### config.mk
export PLATFORM = sky130hd
export DESIGN_NAME = mux_rr_reg
export DESIGN_NICKNAME = d
export VERILOG_FILES = /design/src/rtl/mux_rr_reg.sv
export SDC_FILE = /design/constraint.sdc
export NUM_CORES = 1
export LEC_CHECK = 0
export BUFFER_PORTS_ARGS = -buffer_cell sky130_fd_sc_hd__buf_4
export CAP_MARGIN = 20
export CORE_MARGIN = 4
export CORE_UTILIZATION = 41
export CTS_BUF_LIST = sky130_fd_sc_hd__clkbuf_4
export DETAILED_ROUTE_END_ITERATION = 10
export GPL_ROUTABILITY_DRIVEN = 1
export PLACE_DENSITY_LB_ADDON = 0.2
export REMOVE_ABC_BUFFERS = 1
export SKIP_CTS_REPAIR_TIMING = 1
export SYNTH_ARGS = -nofsm -noshare
export SYNTH_HDL_FRONTEND = slang
export SYNTH_SLANG_ARGS = --single-unit
### constraint.sdc
create_clock -name clk -period 4.74 [get_ports clk]
set_clock_uncertainty 0.15 [all_clocks]
set_input_delay 0.474 -clock clk [delete_from_list [all_inputs] [get_ports clk]]
set_output_delay 0.474 -clock clk [all_outputs]
set_load 0.02 [all_outputs]
### src/rtl/mux_rr_reg.sv
// N-channel valid/ready selector with round-robin or fixed-priority arbitration.
// The winning word is captured in a single output register, tagged with its source channel.
module mux_rr_reg #(
  parameter int N          = 32,
  parameter int CHANNELS   = 4,
  parameter int FIXED_PRIO = 0,
  parameter int SELW       = $clog2(CHANNELS)
) (
  input  logic                  clk,
  input  logic                  rst_n,
  input  logic [CHANNELS-1:0]   in_valid,
  input  logic [CHANNELS*N-1:0] in_data,
  output logic [CHANNELS-1:0]   in_ready,
  output logic                  out_valid,
  output logic [N-1:0]          out_data,
  output logic [SELW-1:0]       out_sel,
  input  logic                  out_ready
);

  logic                  out_valid_q, out_valid_d;
  logic [N-1:0]          out_data_q, out_data_d;
  logic [SELW-1:0]       out_sel_q, out_sel_d;
  logic [SELW-1:0]       ptr_q, ptr_d;

  logic                  can_load_s;
  logic                  any_valid_s;
  logic                  xfer_s;
  logic [SELW-1:0]       start_s;
  logic [2*CHANNELS-1:0] req2_s;
  logic [CHANNELS-1:0]   rot_s;
  logic [CHANNELS-1:0]   rot_oh_s;
  logic [CHANNELS-1:0]   gnt_oh_s;
  logic [SELW-1:0]       grant_s;
  logic [N-1:0]          data_s;
  logic [SELW-1:0][CHANNELS-1:0] enc_cols_s;
  logic [N-1:0][CHANNELS-1:0]    data_cols_s;

  assign start_s     = (FIXED_PRIO != 0) ? {SELW{1'b0}} : ptr_q;
  assign can_load_s  = ~out_valid_q | out_ready;
  assign any_valid_s = |in_valid;
  assign xfer_s      = any_valid_s & can_load_s;

  // Rotate requests so the search origin sits at bit 0, isolate the lowest set bit,
  // then rotate the one-hot grant back into channel order. Works for any CHANNELS.
  assign req2_s   = {in_valid, in_valid};
  assign rot_s    = CHANNELS'(req2_s >> start_s);
  assign rot_oh_s = rot_s & (~rot_s + CHANNELS'(1'b1));
  assign gnt_oh_s = CHANNELS'(({rot_oh_s, rot_oh_s} << start_s) >> CHANNELS);

  assign in_ready = gnt_oh_s & {CHANNELS{can_load_s & rst_n}};

  // AND-OR select: a zero grant bit forces its term to 0, so X on idle channels is masked.
  for (genvar i = 0; i < CHANNELS; i++) begin : g_chan
    for (genvar b = 0; b < SELW; b++) begin : g_enc
      localparam bit IBIT = ((i >> b) % 2) == 1;
      assign enc_cols_s[b][i] = gnt_oh_s[i] & IBIT;
    end
    for (genvar k = 0; k < N; k++) begin : g_dat
      assign data_cols_s[k][i] = gnt_oh_s[i] & in_data[i*N + k];
    end
  end

  for (genvar b = 0; b < SELW; b++) begin : g_enc_or
    assign grant_s[b] = |enc_cols_s[b];
  end

  for (genvar k = 0; k < N; k++) begin : g_dat_or
    assign data_s[k] = |data_cols_s[k];
  end

  // Output register and pointer next-state.
  always_comb begin
    out_valid_d = out_valid_q;
    out_data_d  = out_data_q;
    out_sel_d   = out_sel_q;
    ptr_d       = ptr_q;
    if (xfer_s) begin
      out_valid_d = 1'b1;
      out_data_d  = data_s;
      out_sel_d   = grant_s;
      if (FIXED_PRIO == 0) begin
        ptr_d = (grant_s == SELW'(CHANNELS - 1)) ? {SELW{1'b0}} : grant_s + SELW'(1'b1);
      end else begin
        ptr_d = ptr_q;
      end
    end else if (out_ready) begin
      out_valid_d = 1'b0;
    end else begin
      out_valid_d = out_valid_q;
    end
  end

  // State registers; any held word is dropped on reset.
  always_ff @(posedge clk or negedge rst_n) begin
    if (!rst_n) begin
      out_valid_q <= 1'b0;
      out_data_q  <= {N{1'b0}};
      out_sel_q   <= {SELW{1'b0}};
      ptr_q       <= {SELW{1'b0}};
    end else begin
      out_valid_q <= out_valid_d;
      out_data_q  <= out_data_d;
      out_sel_q   <= out_sel_d;
      ptr_q       <= ptr_d;
    end
  end

  assign out_valid = out_valid_q;
  assign out_data  = out_data_q;
  assign out_sel   = out_sel_q;

endmodule
# --- Yosys cells after proc, flatten, opt, wreduce, memory -nomap -nowiden ---
# Cells that the tools add are included.
op_classes:
  add_sub_neg: 2
  eq_ne: 1
  shifts: 2
  n_mux: 3
  bitwise: 135
  n_reduce_logical: 36
op_table:
  columns: ["operator", "n"]
  rows:
  - ["OR reduction 4 bit", 33]
  - ["bitwise AND 1 bit", 130]
  - ["bitwise AND 4 bit", 2]
  - ["left shift 8 x 2 -> 8 bit", 1]
  - [">> shifter 8 x 2 -> 4 bit", 1]
  - ["adder 4 x 1 -> 4 bit (second input constant)", 1]
  - ["NOT 4 bit", 1]
  - ["OR reduction 2 bit", 2]
  - ["adder 2 x 1 -> 2 bit (second input constant)", 1]
  - ["equality test 2 bit (second input constant)", 1]
  - ["2-to-1 mux 1 bit", 2]
  - ["2-to-1 mux 2 bit", 1]
  - ["nonzero test 2 bit", 1]
  - ["NOT 1 bit", 1]
  - ["OR 1 bit", 1]
totals:
  regBits: 37
  in_bits: 135
  output_inout_bits: 39

# --- Longest topological paths before layout ---
depth:
  word_depth: 8
  depth_mapped: 7
  depth_no_buf: 4

# --- Worst setup path before layout ---
# OpenSTA, ideal clock, no wires.
synth_path:
  kind: "register to output"
  from: "register ptr_q[0]"
  to: "output port in_ready[2]"
  arrival_time_ns: 1.539
  t_required_ns: 4.116
  setup_slack_ns: 2.577
  path_stages_with_launch: 6
  n_path_buf: 2
  path_cell_list: "dfrtp_1 > buf_6 > a21o_1 > a221oi_4 > buf_6 > and3_1"
synth_via:
  elab_chain_cells: 6
synth_rtl:
  columns: ["element", "line_no", "source"]
  rows:
  - ["start: declaration", "23", "logic [SELW-1:0] ptr_q, ptr_d;"]
  - ["start signal: assignment", "99", "ptr_q <= {SELW{1'b0}};"]
  - ["start signal: assignment", "104", "ptr_q <= ptr_d;"]
  - [">> shifter 8 x 2 -> 4 bit", "46", "assign rot_s = CHANNELS'(req2_s >> start_s);"]
  - ["NOT 4 bit", "47", "assign rot_oh_s = rot_s & (~rot_s + CHANNELS'(1'b1));"]
  - ["adder 4 x 1 -> 4 bit", "47", null]
  - ["bitwise AND 4 bit", "47", null]
  - ["left shift 8 x 2 -> 8 bit *", "48", "assign gnt_oh_s = CHANNELS'(({rot_oh_s, rot_oh_s} << start_s) >> CHANNELS);"]
  - ["bitwise AND 4 bit *", "50", "assign in_ready = gnt_oh_s & {CHANNELS{can_load_s & rst_n}};"]
  - ["end: declaration", "13", "output logic [CHANNELS-1:0] in_ready,"]
# Mark *: on every way between the ends. The rest lies on a longest branch, timed or not.

# --- Final worst setup path ---
layout_path:
  from: "register ptr_q[0]"
  to: "output port in_ready[3]"
# The elaborated chain is that of the path after synthesis.

==> results.py <==
metrics = {
    "setup_path": {
        "cp.arrival_ns": 2.20,
        "cp_cell_sequence": "and2b_1 > o21bai_2 > buf_4 > and3_1 > nor2b_1 > buf_4",
        "cp_common_cell": "buf_4",
        "start_kind": "flop",
        "critical_path.max_fanout": 34,
        "slowest_delay_ns": 0.61,
        "criticalPathCategory": "flop to output port",
        "worst_ep_required_time_ns": 4.12,
        "critical_path.endpoint_type": "output port",
        "slowest_stage": "dfrtp_1",
    },
    "sta": {
        "fin_crit_sh_pct": 59.62,
        "relSlewSlack_pct": 63.76,
        "slew_violations": 0,
        "tns_ns": 0,
        "setup_viol": 0,
        "setup_ws_ns": 1.914,
        "fmax_mhz": 353.9,
        "rsz0062_at_grt": "no",
        "min_period_ns": 2.826,
        "tightest_slew_ns": 0.5435,
        "hold_viol": 0,
        "fin_hold_ws_ns": 0.2354,
    },
    "die": {
        "io_pins": 174,
        "initial_utilization_pct": 42.93,
        "die_width_um": 84.63,
        "core_um2": 5608,
        "fp.dieH_um": 84.63,
        "num_rows": 27,
        "die_area_um2": 7161,
    },
    "clock_network": {
        "cts-root-buf": "clkbuf_4",
        "ctsLongestPathBuffers": 2,
        "cts.reportedPaths.clkPinSlew_ns": 0.11,
        "cts_tree": "yes",
        "htreeDepth": 2,
        "cts_made_buffers": 5,
        "clock_sinks": 37,
        "insertion_delay_ns": 0.33,
    },
    "yosys": {
        "yosys.area.top_type_share_pct": 38.46,
        "yosys.area.top_type": "dfrtp_1",
        "synth_common_cells": "nand2_1 (42), dfrtp_1 (37), a31oi_1 (33), nor2_1 (33), nand4_1 (32)",
        "synthArstFlopShare_pct": 100.0,
        "ys.flop_type": "dfrtp_1",
        "synthDistinctLibCells": 30,
        "netlist_top_cells_area": "dfrtp_1 (38%), a31oi_1 (8.6%), nand4_1 (8.3%)",
        "synth_area_um2": 2407,
        "yosysWarnings": 0,
        "synthCells": 267,
        "synth_seq_cells": 37,
        "synth_seq_area_share_pct": 38.46,
        "synth_area_per_cell_um2": 9.016,
        "synth.most_common_cell": "nand2_1",
        "synth-edff-count": 0,
    },
    "power_and_ir_drop": {
        "p_per_area_nw_per_um2": 322.8,
        "max-vdd-ir-drop_mv": 0.1493,
        "p_leak_nw": 1.733,
    },
    "route": {
        "drt-initial-drc-count": 131,
        "routed_via_density": 5.733,
        "wl_per_cell_um": 18.04,
        "vias": 2855,
        "wl_mm": 8.983,
        "drt_pass1_iterations": 4,
        "drc": 0,
        "final_antenna_net_count": 0,
    },
    "placement": {
        "hpwlAfterDp_mm": 6.385,
        "gp_congestion": 0.7982,
        "io_buffers": 173,
        "place_worst_setup_slack_ns": 2.156,
        "placed_area_um2": 3677,
    },
    "global_route": {
        "grt_pass1_wl_mm": 14.46,
        "grt-ovfl-total": 0,
        "antenna_found_initial": 0,
        "grt_pass1_vias": 2929,
        "grt_usage_pct": 24.51,
        "grt_max_degree": 42,
    },
    "final_layout": {
        "utilization_pct": 66.62,
        "fin_nets": 561,
        "antenna_cells": 0,
        "layout-drive-gt1-share_pct": 49.06,
        "area_growth_pct": 55.20,
        "fin_area_um2": 3736,
    },
    "run_status": {
        "status": "finished clean",
    },
    "run": {
        "max_cap_viol_count": 0,
    },
    "hold_path": {
        "hp-class": "input port to flop",
    },
}
==> metal layers <==
metal	vias up	global-route usage [%]	share of wire (%)
met5	-	0	0
met4	0	5.899	0.82
met3	6	6.869	9.6
met2	156	43.06	52
met1	1343	29.58	38
li1	1350	-	-
==> logic make-up after synthesis <==
| kind of cell | count (synthesis) | share of synthesized area [%] |
|---|---|---|
| AOI/OAI and AO/OA | 81 | 29.47 |
| xor gates and xnor gates | 1 | 1.144 |
| buffers and inverters | 31 | 7.588 |
| DFF | 37 | 38.46 |
| muxes | 1 | 0.4677 |
| and+or+nand+nor | 116 | 22.87 |
==> cell type report <==
type,count,area [um^2]
Clock inverter,1,3.754
Timing Repair Buffer,181,1361
Fill cell,498,1872
Multi-Input combinational cell,199,1303
Sequential cell,37,925.9
Tap cell,72,90.09
Clock buffer,6,45.04
Inverter,2,7.507
==> per-stage QoR <==
step                total power [mW]  instances
finish                         1.206        498
global route                   1.277        498
CTS                            1.212        497
detailed placement             1.048        490
global placement               1.037        490
floorplan                     0.7503        238
==> critical path: cells and delay by family, from the launching register on <==
family / cells / cell delay, ns
AOI/OAI and AO/OA: 1 / 0.10
buffers and inverters: 2 / 0.52
DFF: 1 / 0.61
and+or+nand+nor: 3 / 0.64
==> layout by cell type, fill, tap and decap left out, drive strengths merged <==
cell type and n:
buf 180, nand2 42, dfrtp 37, nor2 33, a31oi 33, a221oi 33, nand4 32, clkbuf 6
and3 4, o21ai 3, a21oi 3, inv 2, a21o 2, o211a 2, nand2b 1, xnor2 1
and2b 1, o21bai 1, nor2b 1, nor4 1, mux2 1, a21boi 1, or3b 1, o221a 1
o21a 1, o31ai 1, clkinv 1, dlygate4sd3 1
==> sequential cells by signal, indices dropped and copies added (netlist names) <==
register and flops:
out_data 32, out_sel 2, out_valid 1, ptr_q 2
==> where the power goes <==
| group | switching, mW | leakage [nW] | total, mW | internal (mW) |
|---|---|---|---|---|
| combinational | 0.328 | 1.28 | 0.601 | 0.273 |
| clock | 0.105 | 0.0292 | 0.164 | 0.0598 |
| sequential | 0.0545 | 0.426 | 0.440 | 0.386 |
==> final timing paths <==
kind	start	endpoint	slack, ns	cells past startpoint
worst max-delay path	ptr_q[0]$_DFFE_PN0P_	in_ready[3]	1.91	6
min in group asynchronous	rst_n	ptr_q[1]$_DFFE_PN0P_	0.49	2
worst min-delay path	in_data[25]	out_data[25]$_DFFE_PN0P_	0.24	3
worst min register to register	out_sel[1]$_DFFE_PN0P_	out_sel[1]$_DFFE_PN0P_	0.35	2
max in group asynchronous	rst_n	out_data[13]$_DFFE_PN0P_	3.58	2
worst max register to register	ptr_q[0]$_DFFE_PN0P_	out_data[5]$_DFFE_PN0P_	2.52	5
Power figures use the tool's default switching activity.
